--- src/rtl/falafel_pkg.sv ---
// Shared types and widths for the falafel request dispatcher.
//   dispatch_op_e    : request opcode presented to the allocator core
//   dispatch_state_e : dispatcher FSM encoding
//   DATA_W           : default request word width
//   DISP_CNT_W       : default statistics counter width
package falafel_pkg;

  localparam int unsigned DATA_W     = 64;
  localparam int unsigned DISP_CNT_W = 32;

  typedef enum logic {
    OP_ALLOC = 1'b0,
    OP_FREE  = 1'b1
  } dispatch_op_e;

  typedef enum logic [1:0] {
    ST_IDLE      = 2'd0,
    ST_READ      = 2'd1,
    ST_ISSUE     = 2'd2,
    ST_WAIT_DONE = 2'd3
  } dispatch_state_e;

endpackage

--- src/rtl/falafel_rr_arbiter.sv ---
// Two-requester round-robin arbiter.
//   clk_i, rst_i : clock, synchronous active-high reset
//   req_i[1:0]   : request vector (bit 0 = alloc FIFO, bit 1 = free FIFO)
//   en_i         : grant enable; no grant and no pointer update when low
//   gnt_o[1:0]   : one-hot grant, combinational
// The last-grant pointer resets to FREE so the first contended grant is ALLOC.
module falafel_rr_arbiter
  import falafel_pkg::*;
(
  input  logic       clk_i,
  input  logic       rst_i,
  input  logic [1:0] req_i,
  input  logic       en_i,
  output logic [1:0] gnt_o
);

  dispatch_op_e last_q, last_d;

  always_comb begin
    gnt_o  = '0;
    last_d = last_q;
    if (en_i) begin
      unique case (req_i)
        2'b01:   gnt_o = 2'b01;
        2'b10:   gnt_o = 2'b10;
        2'b11:   gnt_o = (last_q == OP_FREE) ? 2'b01 : 2'b10;
        default: gnt_o = '0;
      endcase
    end
    if (gnt_o[0]) last_d = OP_ALLOC;
    if (gnt_o[1]) last_d = OP_FREE;
  end

  always_ff @(posedge clk_i) begin
    if (rst_i) last_q <= OP_FREE;
    else       last_q <= last_d;
  end

endmodule

--- src/rtl/falafel_req_dispatcher.sv ---
// Pulls request words from the alloc and free FIFOs and issues them one at a
// time to the allocator core, counting completions per opcode.
//   clk_i, rst_i             : clock, synchronous active-high reset
//   alloc_fifo_*             : alloc FIFO empty / pop / read data
//   free_fifo_*              : free FIFO empty / pop / read data
//   core_req_val_o/rdy_i     : request handshake to the core
//   core_req_op_o/data_o     : registered opcode and payload
//   core_done_i              : completion pulse from the core
//   alloc_cnt_o, free_cnt_o  : saturating completion counters
//   err_o                    : sticky flag, done seen outside WAIT_DONE
module falafel_req_dispatcher
  import falafel_pkg::*;
#(
  parameter int unsigned DATA_W = falafel_pkg::DATA_W,
  parameter int unsigned CNT_W  = DISP_CNT_W
) (
  input  logic              clk_i,
  input  logic              rst_i,
  input  logic              alloc_fifo_empty_i,
  output logic              alloc_fifo_read_o,
  input  logic [DATA_W-1:0] alloc_fifo_dout_i,
  input  logic              free_fifo_empty_i,
  output logic              free_fifo_read_o,
  input  logic [DATA_W-1:0] free_fifo_dout_i,
  output logic              core_req_val_o,
  input  logic              core_req_rdy_i,
  output logic              core_req_op_o,
  output logic [DATA_W-1:0] core_req_data_o,
  input  logic              core_done_i,
  output logic [CNT_W-1:0]  alloc_cnt_o,
  output logic [CNT_W-1:0]  free_cnt_o,
  output logic              err_o
);

  dispatch_state_e   state_q, state_d;
  dispatch_op_e      op_q, op_d;
  logic [DATA_W-1:0] data_q, data_d;
  logic [CNT_W-1:0]  alloc_cnt_q, alloc_cnt_d;
  logic [CNT_W-1:0]  free_cnt_q, free_cnt_d;
  logic              err_q, err_d;
  logic [1:0]        gnt;
  logic              arb_en;

  // Gating with rst_i keeps pops and requests quiet in the reset cycle itself.
  assign arb_en = (state_q == ST_IDLE) && !rst_i;

  falafel_rr_arbiter u_arb (
    .clk_i (clk_i),
    .rst_i (rst_i),
    .req_i ({!free_fifo_empty_i, !alloc_fifo_empty_i}),
    .en_i  (arb_en),
    .gnt_o (gnt)
  );

  assign alloc_fifo_read_o = gnt[0];
  assign free_fifo_read_o  = gnt[1];
  assign core_req_val_o    = (state_q == ST_ISSUE) && !rst_i;
  assign core_req_op_o     = op_q;
  assign core_req_data_o   = data_q;
  assign alloc_cnt_o       = alloc_cnt_q;
  assign free_cnt_o        = free_cnt_q;
  assign err_o             = err_q;

  always_comb begin
    state_d     = state_q;
    op_d        = op_q;
    data_d      = data_q;
    alloc_cnt_d = alloc_cnt_q;
    free_cnt_d  = free_cnt_q;
    err_d       = err_q;

    unique case (state_q)
      ST_IDLE: begin
        if (gnt != 2'b00) begin
          op_d    = gnt[1] ? OP_FREE : OP_ALLOC;
          state_d = ST_READ;
        end
      end
      ST_READ: begin
        data_d  = (op_q == OP_FREE) ? free_fifo_dout_i : alloc_fifo_dout_i;
        state_d = ST_ISSUE;
      end
      ST_ISSUE: begin
        if (core_req_rdy_i) state_d = ST_WAIT_DONE;
      end
      ST_WAIT_DONE: begin
        if (core_done_i) begin
          if (op_q == OP_FREE) begin
            if (free_cnt_q != '1) free_cnt_d = free_cnt_q + CNT_W'(1);
          end else begin
            if (alloc_cnt_q != '1) alloc_cnt_d = alloc_cnt_q + CNT_W'(1);
          end
          state_d = ST_IDLE;
        end
      end
      default: state_d = ST_IDLE;
    endcase

    if (core_done_i && (state_q != ST_WAIT_DONE)) err_d = 1'b1;
  end

  always_ff @(posedge clk_i) begin
    if (rst_i) begin
      state_q     <= ST_IDLE;
      op_q        <= OP_ALLOC;
      data_q      <= '0;
      alloc_cnt_q <= '0;
      free_cnt_q  <= '0;
      err_q       <= 1'b0;
    end else begin
      state_q     <= state_d;
      op_q        <= op_d;
      data_q      <= data_d;
      alloc_cnt_q <= alloc_cnt_d;
      free_cnt_q  <= free_cnt_d;
      err_q       <= err_d;
    end
  end

endmodule

--- config.mk ---
export PLATFORM = sky130hd
export DESIGN_NAME = falafel_req_dispatcher
export DESIGN_NICKNAME = d
export VERILOG_FILES = /design/src/rtl/falafel_pkg.sv /design/src/rtl/falafel_rr_arbiter.sv /design/src/rtl/falafel_req_dispatcher.sv
export SDC_FILE = /design/constraint.sdc
export NUM_CORES = 1
export LEC_CHECK = 0
export CAP_MARGIN = 20
export CORE_MARGIN = 10
export CORE_UTILIZATION = 47
export DETAILED_ROUTE_END_ITERATION = 8
export PLACE_DENSITY = 0.88
export SETUP_SLACK_MARGIN = 0.05
export SYNTH_ARGS = -nofsm -noshare
export SYNTH_HDL_FRONTEND = slang
export SYNTH_SLANG_ARGS = --single-unit
--- constraint.sdc ---
create_clock -name clk_i -period 5.7 [get_ports clk_i]
set_input_delay 1.14 -clock clk_i [delete_from_list [all_inputs] [get_ports clk_i]]
set_output_delay 1.14 -clock clk_i [all_outputs]
set_load 0.01 [all_outputs]
# After elaboration in Yosys (flattened, before gate mapping)
# Cells that the tools add are included.
[totals]
word_cells = 44
in_bits = 134
regBits = 133
[op_classes]
addsub = 2
mux = 9
reduce_logical = 13
n_bitwise = 1
n_eq_ne = 12
[ops]
columns = ["cell", "n"]
rows = [
  ["32-bit by 1-bit adder with 32-bit output, second input constant", 2],
  ["64-bit 2-to-1 mux", 1],
  ["32-bit inequality test, second input constant", 2],
  ["2-bit 2-to-1 mux", 5],
  ["2-bit equality test, second input constant", 4],
  ["2-bit one-hot mux with 4 select lines", 1],
  ["4-bit AND reduction", 2],
  ["2-bit inequality test, second input constant", 3],
  ["2-bit one-hot mux with 3 select lines", 1],
  ["2-bit by 1-bit equality test with 1-bit output, second input constant", 2],
  ["1-bit logical AND", 3],
  ["1-bit zero test", 3],
  ["3-bit AND reduction", 1],
  ["2-bit zero test", 1],
  ["2-bit by 1-bit inequality test with 1-bit output, second input constant", 1],
  ["2-bit AND reduction", 1],
  ["2-bit nonzero test", 1],
  ["2-bit OR reduction", 1],
  ["1-bit 2-to-1 mux", 1],
  ["1-bit inverter", 1],
]

# Longest topological paths before layout
# Gate-level depths: netlist of the first run.
[logic_depth]
word_depth = 7
depth_mapped = 8
ltp_nobuf = 8

# Cells and area by module
# From an unflattened synthesis of the first run, not the netlist that was laid out.
[hier_totals]
hier_cells = 718
area_unflattened_um2 = 6292.3
[modules_own_cells]
columns = ["module", "cells_each", "area_per_inst_um2", "instances", "seq_area_each_um2"]
rows = [
  ["falafel_req_dispatcher", 710, 6233.5, 1, 2642.5],
  ["falafel_rr_arbiter", 8, 58.8, 1, 20.0],
]

# Worst setup path before layout of the first run
# OpenSTA, ideal clock, no wires.
[synth_path]
kind = "input-to-output"
start = "input rst_i"
end = "output core_req_val_o"
path_slack_ns = 2.774
cell_stages = 3
n_path_buf = 2
required_time_ns = 4.560
arrival_ns = 1.786
cell_sequence = "clkbuf_1 > clkbuf_1 > nor2b_1"
[synth_via]
elab_chain_cells = 2
[synth_rtl]
columns = ["item", "line", "source"]
rows = [
  ["start, declared", "falafel_req_dispatcher.sv:18", "input logic rst_i,"],
  ["1-bit zero test", "falafel_req_dispatcher.sv:57", "assign core_req_val_o = (state_q == ST_ISSUE) && !rst_i;"],
  ["1-bit logical AND", "falafel_req_dispatcher.sv:57", ""],
  ["end, declared", "falafel_req_dispatcher.sv:25", "output logic core_req_val_o,"],
]
# No other way between the ends.

# Worst setup path after layout of the first run
[layout_path]
start = "input free_fifo_empty_i"
end = "output alloc_fifo_read_o"
[layout_via]
elab_chain_cells = 4
word_cells_on_any_way = 6
[layout_rtl]
columns = ["item", "line", "source"]
rows = [
  ["start, declared", "falafel_req_dispatcher.sv:22", "input logic free_fifo_empty_i,"],
  ["1-bit zero test *", "falafel_req_dispatcher.sv:50", ".req_i ({!free_fifo_empty_i, !alloc_fifo_empty_i}),"],
  ["2-bit equality test / 2-bit by 1-bit equality test with 1-bit output (equally long branches)", "falafel_rr_arbiter.sv:23", "unique case (req_i)"],
  ["2-bit one-hot mux with 3 select lines *", "falafel_rr_arbiter.sv:23", ""],
  ["2-bit 2-to-1 mux *", "falafel_rr_arbiter.sv:22", "if (en_i) begin"],
  ["end, declared", "falafel_req_dispatcher.sv:20", "output logic alloc_fifo_read_o,"],
]
# Every way passes the cells marked *; elsewhere a longest branch is shown, timed or not.

==> flow_metrics.py, run 1 <==
metrics = {
    "outcome": {
        "status": "finished, final reports clean",
    },
    "synth": {
        "synth-seq-cells": 133,
        "synthesis.area_um2": 6390,
        "synth_edf_count": 0,
        "synth.top_cells.by_area": "dfxtp_1 (42%), mux2i_1 (10%), a211oi_1 (7.9%), nor2_1 (5.5%), a21oi_1 (3.7%)",
        "netlist_instances": 717,
        "synth_fp_nets": 858,
        "synth.largest_area_cell": "dfxtp_1",
        "yosys_warnings": 0,
        "syn-mean-instance-area_um2": 8.92,
        "synth_cell_types": 46,
        "synthFlopType": "dfxtp_1",
        "yosysTopAreaCellShare_pct": 41.7,
        "async_flop_share_pct": 0,
        "yosysSeqAreaShare_pct": 41.7,
    },
    "timing": {
        "tns_ns": 0,
        "slew_viol_final": 0,
        "period_minus_slack_ns": 3.85,
        "setup_viol": 0,
        "hold_slack_ns": 0.473,
        "clock_skew_ns": 0.00510,
        "slew_headroom_pct": 26.4,
        "rsz0062_at_grt": "no",
        "hold_viol": 0,
        "tightest_slew_ns": 1.10,
        "fin_crit_sh_pct": 67.6,
        "max_freq_mhz": 259,
    },
    "global_route": {
        "grtUsageTotal_pct": 22.0,
        "grt_pass1_wl_um": 32600,
        "overflow": 0,
        "grt_max_degree": 121,
        "grt_pass1_vias": 6193,
        "antenna_found_initial": 0,
    },
    "cts": {
        "clock_sinks": 133,
        "cts_made_buffers": 17,
        "post_cts_resize_count": 0,
        "cts.clk_slew.worst_paths_ns": 0.05,
        "cts_root_buf": "clkbuf_16",
        "htreeDepth": 4,
        "cts_setup_buffers": 0,
        "clock_latency_ns": 0.41,
        "clk_path_buf_depth": 2,
        "hold_buffers": 0,
        "cts_tree": "yes",
    },
    "finish": {
        "area_growth_pct": 50.8,
        "fillers": 991,
        "drive_gt1_share_pct": 5.08,
        "postLayoutCellArea_um2": 9640,
        "multiInputGateArea_um2": 3460,
        "most-common-layout-cells": "clkdlybuf4s50_1 (265), dfxtp_1 (132), nor2_1 (93)",
        "fin_util_pct": 72.5,
        "nets": 1095,
        "seqCellArea_um2": 2670,
        "n_antenna_cell": 0,
        "final_common_cell": "clkdlybuf4s50_1",
    },
    "floorplanning": {
        "start_util_pct": 48.1,
        "rows": 42,
        "die_x_um": 137,
        "core-area_um2": 13300,
        "die_area_um2": 18700,
        "ios": 267,
        "die_y_um": 137,
    },
    "setup_path": {
        "crit_slowest_cell": "clkdlybuf4s50_1",
        "r2r_start": "alloc_cnt_o[0]",
        "cp_max_fo": 3,
        "cp.required_ns": 4.56,
        "crit_family": "buffers and inverters",
        "cp_common_cell": "clkdlybuf4s50_1",
        "critPathArrivalTime_ns": 2.71,
        "cp-start-kind": "primary input",
        "crit_path_start": "free_fifo_empty_i",
        "cp_num_buf_inv": 3,
        "slowest_delay_ns": 0.54,
        "crit_chain": "clkdlybuf4s50_1 > nor2_1 > or3_1 > inv_1 > clkdlybuf4s50_1",
        "critPathKind": "in2out",
        "cp-end-kind": "primary output",
    },
    "drt": {
        "drt_iter0_markers": 583,
        "m1WireLength_um": 8160,
        "top_layer": "met4",
        "met2WireLength_um": 10700,
        "vias": 6409,
        "avgViaCountPerCell": 5.62,
        "drt_pass1_iterations": 6,
        "wirelength_um": 21500,
        "wl_per_cell_um": 18.8,
        "wl_met3_um": 2260,
        "ant_nets": 0,
        "drc_errors": 0,
    },
    "place": {
        "hpwlAfterDp_um": 16100,
        "place_congestion": 0.903,
        "post_dp_cell_area_um2": 9080,
        "port_buffers": 266,
    },
    "flow_run": {
        "maxCapViolations": 0,
    },
    "min_path": {
        "min_from": "err_o",
        "hold_class": "reg2reg",
    },
    "power": {
        "leakage_nw": 3.14,
        "ir_drop_mv": 0.241,
        "power.total_w": 0.00338,
        "power_density_nw_per_um2": 351,
    },
}
-- where the power goes --
| group | total (W) | switching (W) | internal, W |
|---|---|---|---|
| combinational | 0.00114 | 0.000553 | 0.000585 |
| sequential | 0.00123 | 0.000114 | 0.00112 |
| clock | 0.00102 | 0.000379 | 0.000638 |
| total | 0.00338 | 0.00105 | 0.00234 |
-- layer usage --
metal	global-route usage, %	vias to the layer above
met5	0	-
met4	7.40	0
met3	10.2	26
met2	37.0	240
met1	23.9	3011
li1	-	3132
-- cells in the mapped netlist, types with 3 or more instances --
cell type / n
o21ai_0: 14
o31ai_1: 22
or4_1: 23
nand2_1: 25
o21a_1: 3
nor2_1: 93
clkbuf_1: 39
o21ai_1: 8
mux2_4: 5
dfxtp_1: 133
nand4_2: 3
or2_1: 3
mux2i_1: 66
nor2b_1: 9
xnor2_1: 8
nor3_1: 4
and4_1: 7
a211oi_1: 67
buf_6: 4
nand4_1: 13
nand3_1: 28
xor2_1: 3
buf_2: 4
buf_1: 6
a21oi_1: 47
and3_1: 5
or3_1: 25
ha_1: 7
inv_1: 12
nor4_1: 11
-- flip-flops by register name, summed over array words and instances (netlist names) --
register	count
core_req_data_o	64
err_o	1
free_cnt_o	32
u_arb.last_q	1
alloc_cnt_o	32
state_q	2
core_req_op_o	1
-- cell families (layout without fill, tap and decap cells) --
logic type | after synthesis | in the layout | synth area share (%)
xor+xnor | 11 | 11 | 1.51
compound gates | 170 | 170 | 17.7
mux | 72 | 72 | 11.7
simple gates | 259 | 259 | 21.7
buf+inv | 65 | 313 | 4.36
flops | 133 | 133 | 41.7
fa+ha+maj | 7 | 7 | 1.37
-- tightest hold or removal path, cell delays in order (launching register included) --
cell,delay [ns]
dfxtp_1,0.32
a21oi_1,0.04
nor2_1,0.07
-- path summary, 6_finish.rpt --
check                           depth (start not counted)  slack (ns)                end
worst min-delay path                                    2        0.47              err_o
worst min register to register                          2        0.47              err_o
worst max-delay path                                    5        1.85  alloc_fifo_read_o
worst max register to register                          7        2.58    alloc_cnt_o[20]
-- metrics by stage --
stage	cells	setup slack, ns
2_1_floorplan	717	2.77
3_3_place_gp	1110	1.87
3_5_place_dp	1110	1.82
4_1_cts	1140	1.85
5_1_grt	1141	1.80
6_report	1141	1.85
-- layout make-up --
cell class	instances	area share, %
clock inverter	5	0.519
clock buffer	25	5.14
timing repair buffer	271	28.0
inverter	12	0.467
multi-input combinational	519	35.9
sequential	133	27.7
tap	176	2.28
(Power assumes the default switching activity.)
==> run 2: changes to the inputs <==
- CORE_UTILIZATION: 47 -> 39
- PLACE_DENSITY: 0.88 -> 0.78
- clock period: 5.7 -> 3.17 ns (I/O delays scaled with it)
==> run 2 against run 1 <==
Against the previous run: via count about the same; largest power group unchanged; clock power up 100%; combinational power up 82%; die area up 17%; final area up 1.9%; clock skew up 0.0015 ns; critical path type unchanged; setup slack worse by 1.5 ns; hold slack better by 0.0092 ns; utilization down 11 points.
==> flow_metrics.py, run 2 (synthesized netlist as in run 1, its figures left out) <==
metrics = {
    "setup_path": {
        "cp_common_cell": "clkdlybuf4s50_1",
        "critPathArrivalTime_ns": 2.19,
        "crit_slowest_cell": "clkdlybuf4s50_1",
        "critPathKind": "in2out",
        "cp-start-kind": "primary input",
        "cp-end-kind": "primary output",
        "crit_chain": "clkdlybuf4s50_1 > nor2_1 > or3_1 > inv_1 > clkdlybuf4s50_1",
        "cp.required_ns": 2.54,
        "cp_max_fo": 3,
        "slowest_delay_ns": 0.54,
    },
    "drt": {
        "vias": 6404,
        "avgViaCountPerCell": 5.39,
        "drt_iter0_markers": 324,
        "wl_per_cell_um": 18.0,
        "ant_nets": 0,
        "drc_errors": 0,
        "drt_pass1_iterations": 6,
        "wirelength_um": 21400,
    },
    "global_route": {
        "overflow": 0,
        "grt_max_degree": 85,
        "grt_pass1_wl_um": 34100,
        "grtUsageTotal_pct": 19.3,
        "grt_pass1_vias": 6289,
        "antenna_found_initial": 2,
    },
    "flow_run": {
        "maxCapViolations": 0,
    },
    "timing": {
        "max_freq_mhz": 354,
        "rsz0062_at_grt": "no",
        "hold_viol": 0,
        "clock_skew_ns": 0.00658,
        "period_minus_slack_ns": 2.83,
        "fin_crit_sh_pct": 89.2,
        "slew_viol_final": 0,
        "tns_ns": 0,
        "tightest_slew_ns": 0.919,
        "slew_headroom_pct": 38.7,
        "setup_viol": 0,
    },
    "finish": {
        "area_growth_pct": 53.7,
        "largest_reg_flops": 64,
        "nets": 1100,
        "fin_util_pct": 61.4,
        "drive_gt1_share_pct": 5.97,
        "most-common-layout-cells": "clkdlybuf4s50_1 (265), dfxtp_1 (132), nor2_1 (93)",
        "final_common_cell": "clkdlybuf4s50_1",
    },
    "floorplanning": {
        "die_area_um2": 21900,
        "die_x_um": 148,
        "rows": 46,
        "die_y_um": 148,
        "core-area_um2": 16000,
        "start_util_pct": 40.0,
        "ios": 267,
    },
    "cts": {
        "cts_setup_buffers": 0,
        "clock_sinks": 133,
        "clk_path_buf_depth": 2,
        "cts_made_buffers": 17,
        "cts_root_buf": "clkbuf_16",
        "htreeDepth": 4,
        "cts.clk_slew.worst_paths_ns": 0.06,
        "clock_latency_ns": 0.42,
        "hold_buffers": 0,
        "post_cts_resize_count": 0,
        "cts_tree": "yes",
    },
    "power": {
        "p_int_w": 0.00442,
        "switching_share_pct": 30.3,
        "power_density_nw_per_um2": 645,
        "ir_drop_mv": 0.409,
        "clkPwrFrac_pct": 32.5,
        "leakage_nw": 3.20,
        "p_seq_share_pct": 34.6,
        "power_frac_comb_pct": 32.9,
        "p_sw_w": 0.00192,
    },
    "place": {
        "port_buffers": 266,
        "place_congestion": 0.860,
        "hpwlAfterDp_um": 16400,
    },
    "min_path": {
        "hold_class": "reg2reg",
    },
    "outcome": {
        "status": "finished, final reports clean",
    },
}
run 2: cell types whose count changed in the layout (fill, tap and decap cells not counted), sizes merged:
cell	before	now
diode	0	1
buf	6	11
clkinv	4	3
clkinvlp	0	1
clkbuf	25	26
bufinv	1	2
run 2: layout make-up:
cell class | count | area, um^2
fill | 1394 | 6180
multi-input combinational | 519 | 3460
timing repair buffer | 276 | 2750
sequential | 133 | 2670
clock buffer | 26 | 541
tap | 216 | 270
clock inverter | 6 | 86.3
inverter | 12 | 45.0
antenna | 1 | 2.50
run 2: power by group through the flow:
stage | Sequential, W | Combinational [W] | Clock, W
after floorplan | 0.00235 | 0.000880 | 0
after global placement | 0.00221 | 0.00208 | 0
after detailed placement | 0.00223 | 0.00210 | 0
after CTS | 0.00220 | 0.00211 | 0.00210
after global routing | 0.00224 | 0.00229 | 0.00217
final | 0.00219 | 0.00208 | 0.00206
run 2: layer usage:
layer  up-vias  GRT usage (%)  part of all wire (%)
met5         -              0                 0.079
met4         2           6.00                   1.3
met3        22           9.34                    11
met2       215           32.0                    50
met1      3013           21.4                    38
li1       3152              -                     -
run 2: through the flow:
step	power [W]	hold WS [ns]	worst slack [ns]	instance area, um^2	std cells
floorplan	0.00323	0.452	0.881	6390	717
global placement	0.00429	0.458	0.355	9190	1156
detailed placement	0.00432	0.464	0.241	9190	1156
CTS	0.00640	0.482	0.340	9820	1188
global route	0.00670	0.497	0.264	9820	1189
finish	0.00633	0.482	0.341	9820	1189
run 2: critical path: cells and delay by family:
| family | cells | cell delay (ns) |
|---|---|---|
| and+or+nand+nor | 2 | 0.43 |
| buffers and inverters | 3 | 1.13 |
run 2: worst paths after layout:
path	slack [ns]	cells after the start	to	startpoint
hold reg to reg	0.48	1	u_arb.last_q	u_arb.last_q
hold / removal	0.48	1	u_arb.last_q	u_arb.last_q
setup reg to reg	0.66	7	free_cnt_o[29]	state_q[0]
setup / recovery	0.34	5	alloc_fifo_read_o	free_fifo_empty_i
==> run 3: changes to the inputs <==
- TNS_END_PERCENT: unset -> 50
==> results of run 3 <==
The final DEF is identical to that of run 2; final timing and power are the same.
